### src/rtl/mem_arbiter.sv
// mem_arbiter: two-master (instruction fetch i_, load/store d_) to one-slave
// arbiter placed directly in front of the single-port memory block.
// Only one transaction is outstanding at a time. When both masters request
// in the same cycle, the grant goes round-robin. The response strobe is
// steered back to the master that issued the request.
//
// State table:
//   state  | meaning
//   IDLE   | no transaction outstanding, grant evaluated every cycle
//   WAIT_I | instruction request accepted, waiting for m_rvalid
//   WAIT_D | data request accepted, waiting for m_rvalid
//
// Ports:
//   clk, rst                    clock, synchronous active-low reset
//   i_valid/i_ready             instruction master request handshake
//   i_wen/i_addr/i_wdata/i_wmask  instruction master payload
//   i_rvalid/i_rdata            instruction master response
//   d_*                         same set of signals for the data master
//   m_valid/m_ready             request handshake towards memory
//   m_wen/m_addr/m_wdata/m_wmask  payload forwarded from the granted master
//   m_rvalid/m_rdata            memory response
module mem_arbiter #(
  parameter int DATA_WIDTH = 64,
  parameter int ADDR_WIDTH = 16
) (
  input  logic                      clk,
  input  logic                      rst,
  input  logic                      i_valid,
  output logic                      i_ready,
  input  logic                      i_wen,
  input  logic [ADDR_WIDTH-1:0]     i_addr,
  input  logic [DATA_WIDTH-1:0]     i_wdata,
  input  logic [DATA_WIDTH/8-1:0]   i_wmask,
  output logic                      i_rvalid,
  output logic [DATA_WIDTH-1:0]     i_rdata,
  input  logic                      d_valid,
  output logic                      d_ready,
  input  logic                      d_wen,
  input  logic [ADDR_WIDTH-1:0]     d_addr,
  input  logic [DATA_WIDTH-1:0]     d_wdata,
  input  logic [DATA_WIDTH/8-1:0]   d_wmask,
  output logic                      d_rvalid,
  output logic [DATA_WIDTH-1:0]     d_rdata,
  output logic                      m_valid,
  input  logic                      m_ready,
  output logic                      m_wen,
  output logic [ADDR_WIDTH-1:0]     m_addr,
  output logic [DATA_WIDTH-1:0]     m_wdata,
  output logic [DATA_WIDTH/8-1:0]   m_wmask,
  input  logic                      m_rvalid,
  input  logic [DATA_WIDTH-1:0]     m_rdata
);

  typedef enum logic [1:0] {
    IDLE   = 2'd0,
    WAIT_I = 2'd1,
    WAIT_D = 2'd2
  } state_t;

  localparam logic GRANT_I = 1'b0;
  localparam logic GRANT_D = 1'b1;

  state_t state_q, state_d;
  logic   last_grant_q, last_grant_d;
  logic   grant_i, grant_d;
  logic   in_idle;

  // Reset is folded into in_idle so that every handshake and strobe output
  // is forced low while rst is asserted, independent of the flop contents.
  assign in_idle = rst && (state_q == IDLE);

  always_comb begin
    grant_i = 1'b0;
    grant_d = 1'b0;
    if (in_idle) begin
      // On a tie the master that did not win last time gets the grant.
      if (i_valid && (!d_valid || (last_grant_q == GRANT_D))) begin
        grant_i = 1'b1;
      end else if (d_valid) begin
        grant_d = 1'b1;
      end
    end
  end

  always_comb begin
    m_valid = in_idle && (i_valid || d_valid);
    i_ready = grant_i && m_ready;
    d_ready = grant_d && m_ready;

    m_wen   = 1'b0;
    m_addr  = '0;
    m_wdata = '0;
    m_wmask = '0;
    if (grant_i) begin
      m_wen   = i_wen;
      m_addr  = i_addr;
      m_wdata = i_wdata;
      m_wmask = i_wmask;
    end else if (grant_d) begin
      m_wen   = d_wen;
      m_addr  = d_addr;
      m_wdata = d_wdata;
      m_wmask = d_wmask;
    end

    // A response arriving while idle has no owner and is dropped.
    i_rvalid = rst && (state_q == WAIT_I) && m_rvalid;
    d_rvalid = rst && (state_q == WAIT_D) && m_rvalid;
    i_rdata  = m_rdata;
    d_rdata  = m_rdata;
  end

  always_comb begin
    state_d      = state_q;
    last_grant_d = last_grant_q;
    case (state_q)
      IDLE: begin
        if (m_valid && m_ready) begin
          state_d      = grant_i ? WAIT_I : WAIT_D;
          last_grant_d = grant_i ? GRANT_I : GRANT_D;
        end
      end
      WAIT_I, WAIT_D: begin
        if (m_rvalid) begin
          state_d = IDLE;
        end
      end
      default: state_d = IDLE;
    endcase
  end

  // last_grant resets to D so the first contested grant after reset goes to I.
  always_ff @(posedge clk) begin
    if (!rst) begin
      state_q      <= IDLE;
      last_grant_q <= GRANT_D;
    end else begin
      state_q      <= state_d;
      last_grant_q <= last_grant_d;
    end
  end

endmodule

### config.mk
export PLATFORM = sky130hd
export DESIGN_NAME = mem_arbiter
export DESIGN_NICKNAME = d
export VERILOG_FILES = /design/src/rtl/mem_arbiter.sv
export SDC_FILE = /design/constraint.sdc
export NUM_CORES = 1
export LEC_CHECK = 0
export CAP_MARGIN = 20
export CELL_PAD_IN_SITES_DETAIL_PLACEMENT = 0
export CELL_PAD_IN_SITES_GLOBAL_PLACEMENT = 1
export CORE_AREA = 2 2 183 185
export CTS_CLUSTER_DIAMETER = 40
export DETAILED_ROUTE_END_ITERATION = 16
export DIE_AREA = 0 0 185 187
export PLACE_DENSITY_LB_ADDON = 0.1
export SKIP_LAST_GASP = 1
export SLEW_MARGIN = 20
export SYNTH_ARGS = -nofsm -noshare
export SYNTH_HDL_FRONTEND = slang
export SYNTH_SLANG_ARGS = --single-unit
### constraint.sdc
create_clock -name clk -period 1.8 [get_ports clk]
set_input_delay 0.18 -clock clk [delete_from_list [all_inputs] [get_ports clk]]
set_output_delay 0.18 -clock clk [all_outputs]
set_load 0.01 [all_outputs]
==> flow_summary.toml, run 1 <==
[worst_setup_path]
end_kind = "output pin"
path_max_fanout = 6
worst_path_most_repeated_cell = "buf_12"
crit_arrival_ns = 1.83
crit_buf_inv = 6
max_stage_delay_ns = 0.32
cp_top_family = "buffers and inverters"
crit_type = "flop to output pin"
cp_cell_sequence = "inv_2, ha_4, nand3_4, a21oi_4, buf_12, buf_12, buf_12, buf_16, a22o_2, buf_2"
start_kind = "flop"
crit_slowest_cell = "dfxtp_2"
worst_ep_required_time_ns = 1.62

[sta]
period_needed_ns = 2.01
slew_headroom = 0.847
worst-slew-pin-transition_ns = 0.228
period_share = 1.12
hold_violations = 0
finalWorstSetupSlack_ns = -0.207
rsz0062_at_grt = "yes"
fmax_ghz = 0.498
fin_skew_ns = 0.00174
slew_viol_final = 0
finalSetupViolations = 92

[logic_synthesis]
syn_nets = 516
ys.warnings.count = 0
syn_area_mm2 = 0.00226
synthCells = 265
postSynthAreaPerCell_um2 = 8.54
synth.yosys.seq_area_share = 0.0265
ys_ff_latch = 3
ys_types = 22

[detailed_routing]
drt_iter0_markers = 90
wl_per_cell_um = 18.1
drtPass1Iterations = 4
top_layer = "met4"
wl_mm = 16.5
antenna_left = 0
num_vias = 2761
vias_per_cell = 3.03
met2_length_mm = 9.30
drc = 0
dr_wl_met3_mm = 1.28
met1_length_mm = 5.55

[power]
p_total_uw = 2200
max-vdd-ir-drop_v = 0.000204
powerDensity_mw_per_mm2 = 383
p_leak_uw = 0.00245

[grt]
grt_pass1_wl_mm = 21.2
antenna_found_initial = 0
grtUsageTotal = 0.0865
grt_pass1_vias = 2991
grt_max_degree = 13
overflow = 0

[die]
die_w_um = 185
rows = 67
die_area_mm2 = 0.0346
start_util = 0.0689
fp.dieH_um = 187
io_pins = 470
core_area_mm2 = 0.0329

[layout]
diodes = 0
nets = 714
syn2layout_area_growth_pct = 154
layout-drive-gt1-share = 0.457
final_util = 0.175

[run_status]
violations = "negative setup slack"
status = "finished, violations left"

[clocking]
htree_levels = 1
cts_buffer_depth = 2
cts-root-buf = "clkbuf_16"
cts.sinks = 3
clk_pin_slew_ns = 0.03
cts_tree = "yes"
clock_latency_ns = 0.22
cts_buffers = 3

[placement]
place_hpwl_mm = 9.46
port-buffer-count = 277
gp_congestion = 0.662

[worst_hold_path]
hold_class = "input pin to output pin"

[run]
maxCapViolCount = 0
where the power goes:
| group | total (uW) | leakage, uW | internal (uW) | switching, uW |
|---|---|---|---|---|
| Combinational | 1780 | 0.00238 | 1140 | 637 |
| Clock | 351 | 0.0000382 | 292 | 58.7 |
| Sequential | 78.0 | 0.0000255 | 74.4 | 3.61 |
kinds of logic (layout without fill, tap and decap cells):
family | after synthesis | after routing | share of synthesized area
AO/OA/AOI/OAI | 95 | 95 | 0.392
buffers and inverters | 149 | 346 | 0.522
flip-flops | 3 | 3 | 0.0265
adder cells (fa/ha/maj) | 3 | 3 | 0.0166
multiplexers | 1 | 1 | 0.00497
AND/OR/NAND/NOR | 14 | 14 | 0.0376
sequential cells by signal, indices dropped and copies added (netlist names):
register,count
state_q,2
last_grant_q,1
final timing paths:
path / cells past startpoint / end / slack, ns / from
setup / recovery: 10 / m_wdata[56] / -0.21 / state_q[1]
hold / removal: 0 / d_rdata[28] / 0.36 / m_rdata[28]
hold reg to reg: 3 / last_grant_q / 0.61 / last_grant_q
setup reg to reg: 8 / state_q[0] / 0.11 / state_q[1]
synth_stat cells:
cell       instances  area share
inv_1              2      0.0033
a22o_1            45        0.17
ha_1               3       0.017
o2bb2ai_1          1      0.0039
and2_1             3      0.0083
nor2b_1            2      0.0055
mux2_2             1      0.0050
nand2b_1           1      0.0028
o211a_1            1      0.0044
nand3_2            1      0.0044
o21ai_0            1      0.0022
nand3_1            1      0.0022
buf_6             19       0.095
o211ai_1           1      0.0033
dfxtp_1            3       0.027
a22o_2            44        0.19
nand2_1            3      0.0050
a21oi_4            1      0.0072
a21oi_1            1      0.0022
and3_1             2      0.0055
and4_1             1      0.0039
buf_4            128        0.42
metrics by stage:
step,cells,TNS [ns],area (um^2),setup slack [ns],hold slack (ns)
after global placement,858,-39.62,4590,-0.497,0.360
after CTS,908,-16.97,5540,-0.275,0.360
after global routing,910,-18.42,5760,-0.275,0.360
final,910,-11.24,5760,-0.207,0.360
after floorplan,265,0,2260,0.251,0.269
after detailed placement,858,-39.01,4590,-0.510,0.360
layout by cell type (no fill, tap or decap), drive strengths merged:
master	count
dlymetal6s2s	1
o211a	1
ha	3
mux2	1
nand3	2
dfxtp	3
clkdlybuf4s50	181
a22o	89
o2bb2ai	1
o21ai	1
nand2b	1
clkdlybuf4s15	4
and4	1
clkbuf	8
nor2b	2
a21oi	2
dlygate4sd2	4
o211ai	1
nand2	3
buf	146
and2	3
inv	2
and3	2
final cells by class:
class                   instances  area (um^2)
flip-flops and latches          3         62.6
well taps                     448          561
repair buffers                340         3770
clock buffers                   4         78.8
multi-input cells             113         1270
inverters                       2         7.51
fillers                      3717        27100
metal layers:
metal	GRT usage	up-vias
met2	0.181	179
li1	-	1258
met3	0.0175	47
met4	0.0250	0
met5	0	-
met1	0.0819	1277
timing repair:
item	CTS	global route
buffers inserted	26	3
setup endpoints to repair	92	92
pin swaps	35	32
gates cloned	20	4
endpoints found under the hold margin	0	0
hold buffers	0	0
resized for setup	447	45
(Power assumes the default switching activity.)
==> run 2: changes to the inputs <==
--- a/config.mk
+++ b/config.mk
@@ -5,6 +5,7 @@
 export SDC_FILE = /design/constraint.sdc
 export NUM_CORES = 1
 export LEC_CHECK = 0
+export ABC_CLOCK_PERIOD_IN_PS = 1800
 export CAP_MARGIN = 20
 export CELL_PAD_IN_SITES_DETAIL_PLACEMENT = 0
 export CELL_PAD_IN_SITES_GLOBAL_PLACEMENT = 1
@@ -12,9 +13,9 @@
 export CTS_CLUSTER_DIAMETER = 40
 export DETAILED_ROUTE_END_ITERATION = 16
 export DIE_AREA = 0 0 185 187
-export PLACE_DENSITY_LB_ADDON = 0.1
+export PLACE_DENSITY = 0.6
 export SKIP_LAST_GASP = 1
-export SLEW_MARGIN = 20
+export SLEW_MARGIN = 5
 export SYNTH_ARGS = -nofsm -noshare
 export SYNTH_HDL_FRONTEND = slang
 export SYNTH_SLANG_ARGS = --single-unit
==> run 2 against run 1 <==
Compared with the run above: the run still ends with negative setup slack left; clock power up 1%; critical path depth unchanged; clock skew about the same; utilization down 1.5 points; non-clock buffer count down 12; power down 8.3%; die area unchanged; worst setup slack better by 0.017 ns; largest power group unchanged; combinational power down 11%; highest routed layer unchanged; maximum frequency up 0.86%; largest cell class unchanged.
==> flow_summary.toml, run 2 (synthesis gave the netlist of run 1 again) <==
[sta]
worst-slew-pin-transition_ns = 0.258
period_needed_ns = 1.99
slew_headroom = 0.827
fmax_ghz = 0.502
hold_violations = 0
finalSetupTns_ns = -8.11
slew_viol_final = 0
rsz0062_at_grt = "yes"
period_share = 1.11
finalWorstSetupSlack_ns = -0.190
fin_hold_ws_ns = 0.360
finalSetupViolations = 88
fin_skew_ns = 0.00130

[detailed_routing]
wl_per_cell_um = 17.6
antenna_left = 0
vias_per_cell = 3.03
num_vias = 2720
wl_mm = 15.8
drtPass1Iterations = 5
drc = 0
drt_iter0_markers = 63

[die]
io_pins = 470
die_area_mm2 = 0.0346
core_area_mm2 = 0.0329
rows = 67
start_util = 0.0689
die_w_um = 185
fp.dieH_um = 187

[placement]
port-buffer-count = 277
placedCellCount = 858
place_hpwl_mm = 9.56
gp_congestion = 0.699
place_worst_setup_slack_ns = -0.531

[power]
switching_share = 0.329
combPwrFrac = 0.786
power_frac_seq = 0.039
p_sw_uw = 664
powerDensity_mw_per_mm2 = 385
p_clk_frac = 0.176
p_leak_uw = 0.00226
power.internal_uw = 1360
max-vdd-ir-drop_v = 0.000760

[layout]
nets = 702
stdcell_count = 898
final_cell_mix = "clkdlybuf4s50_1 (182), a22o_1 (45), clkbuf_2 (36), buf_6 (33)"
final_common_cell = "clkdlybuf4s50_1"
largest_reg_flops = 2
layout-drive-gt1-share = 0.436
diodes = 0
syn2layout_area_growth_pct = 132
largest-register = "state_q"
reg_top3 = "state_q: 2 flops, last_grant_q: 1 flops"

[worst_setup_path]
end_kind = "output pin"
crit_type = "flop to output pin"
worst_path_most_repeated_cell = "buf_6"
cp_cell_sequence = "inv_2, ha_4, nand3_4, a21oi_4, buf_12, buf_6, buf_6, clkbuf_16, a22o_4, buf_6"
worst_ep_required_time_ns = 1.62
path_max_fanout = 7
cp_top_family = "buffers and inverters"
crit_slowest_cell = "dfxtp_2"
crit_buf_inv = 6
crit_arrival_ns = 1.81
start_kind = "flop"
max_stage_delay_ns = 0.32

[clocking]
cts_buffers = 3
clock_latency_ns = 0.22
cts-root-buf = "clkbuf_16"
cts_buffer_depth = 2
cts_tree = "yes"
htree_levels = 1
cts.sinks = 3
clk_pin_slew_ns = 0.03

[grt]
grt_pass1_vias = 2580
grtUsageTotal = 0.0675
antenna_found_initial = 0
overflow = 0
grt_max_degree = 47
grt_pass1_wl_mm = 17.1

[run]
maxCapViolCount = 0

[worst_hold_path]
hold_class = "input pin to output pin"

[run_status]
status = "finished, violations left"
violations = "negative setup slack"
-- run 2: repair_timing --
item | in CTS | in global routing
endpoints found under the setup margin | 92 | 94
gates resized for setup | 52 | 283
setup buffers | 5 | 16
gates cloned | 6 | 13
hold buffers | 0 | 0
pin swaps | 3 | 13
-- run 2: through the flow --
stage	util	cell area [um^2]	total power, uW
global route	0.160	5250	2130
global placement	0.140	4580	1380
CTS	0.150	4940	1880
detailed placement	0.140	4580	1370
finish	0.160	5250	2020
floorplan	-	2260	833
-- run 2: metal layers --
layer,vias to the layer above,global-route usage,part of all wire
met5,-,0,0
met4,0,0.0217,0.023
met3,49,0.0275,0.10
met2,210,0.116,0.48
met1,1238,0.0752,0.40
li1,1223,-,-
-- run 2: power groups by stage --
stage	combinational [uW]	sequential [uW]	clock, uW
after global placement	1300	77.7	0
final	1590	78.6	355
after global routing	1680	79.1	364
after CTS	1440	78.3	358
after floorplan	754	78.7	0
after detailed placement	1290	77.4	0
-- run 2: worst paths after layout --
kind | cells past startpoint | end | slack (ns) | from
worst max-delay path | 10 | m_wdata[19] | -0.19 | state_q[0]
worst min-delay path | 0 | d_rdata[25] | 0.36 | m_rdata[25]
worst max register to register | 7 | state_q[0] | 0.20 | state_q[0]
worst min register to register | 3 | state_q[1] | 0.60 | state_q[1]
-- run 2: cell type report --
cell class	instances	area, um^2
fill	3723	27600
timing repair buffer	328	3330
multi-input combinational	113	1220
tap	448	561
clock buffer	4	78.8
sequential	3	62.6
inverter	2	7.51
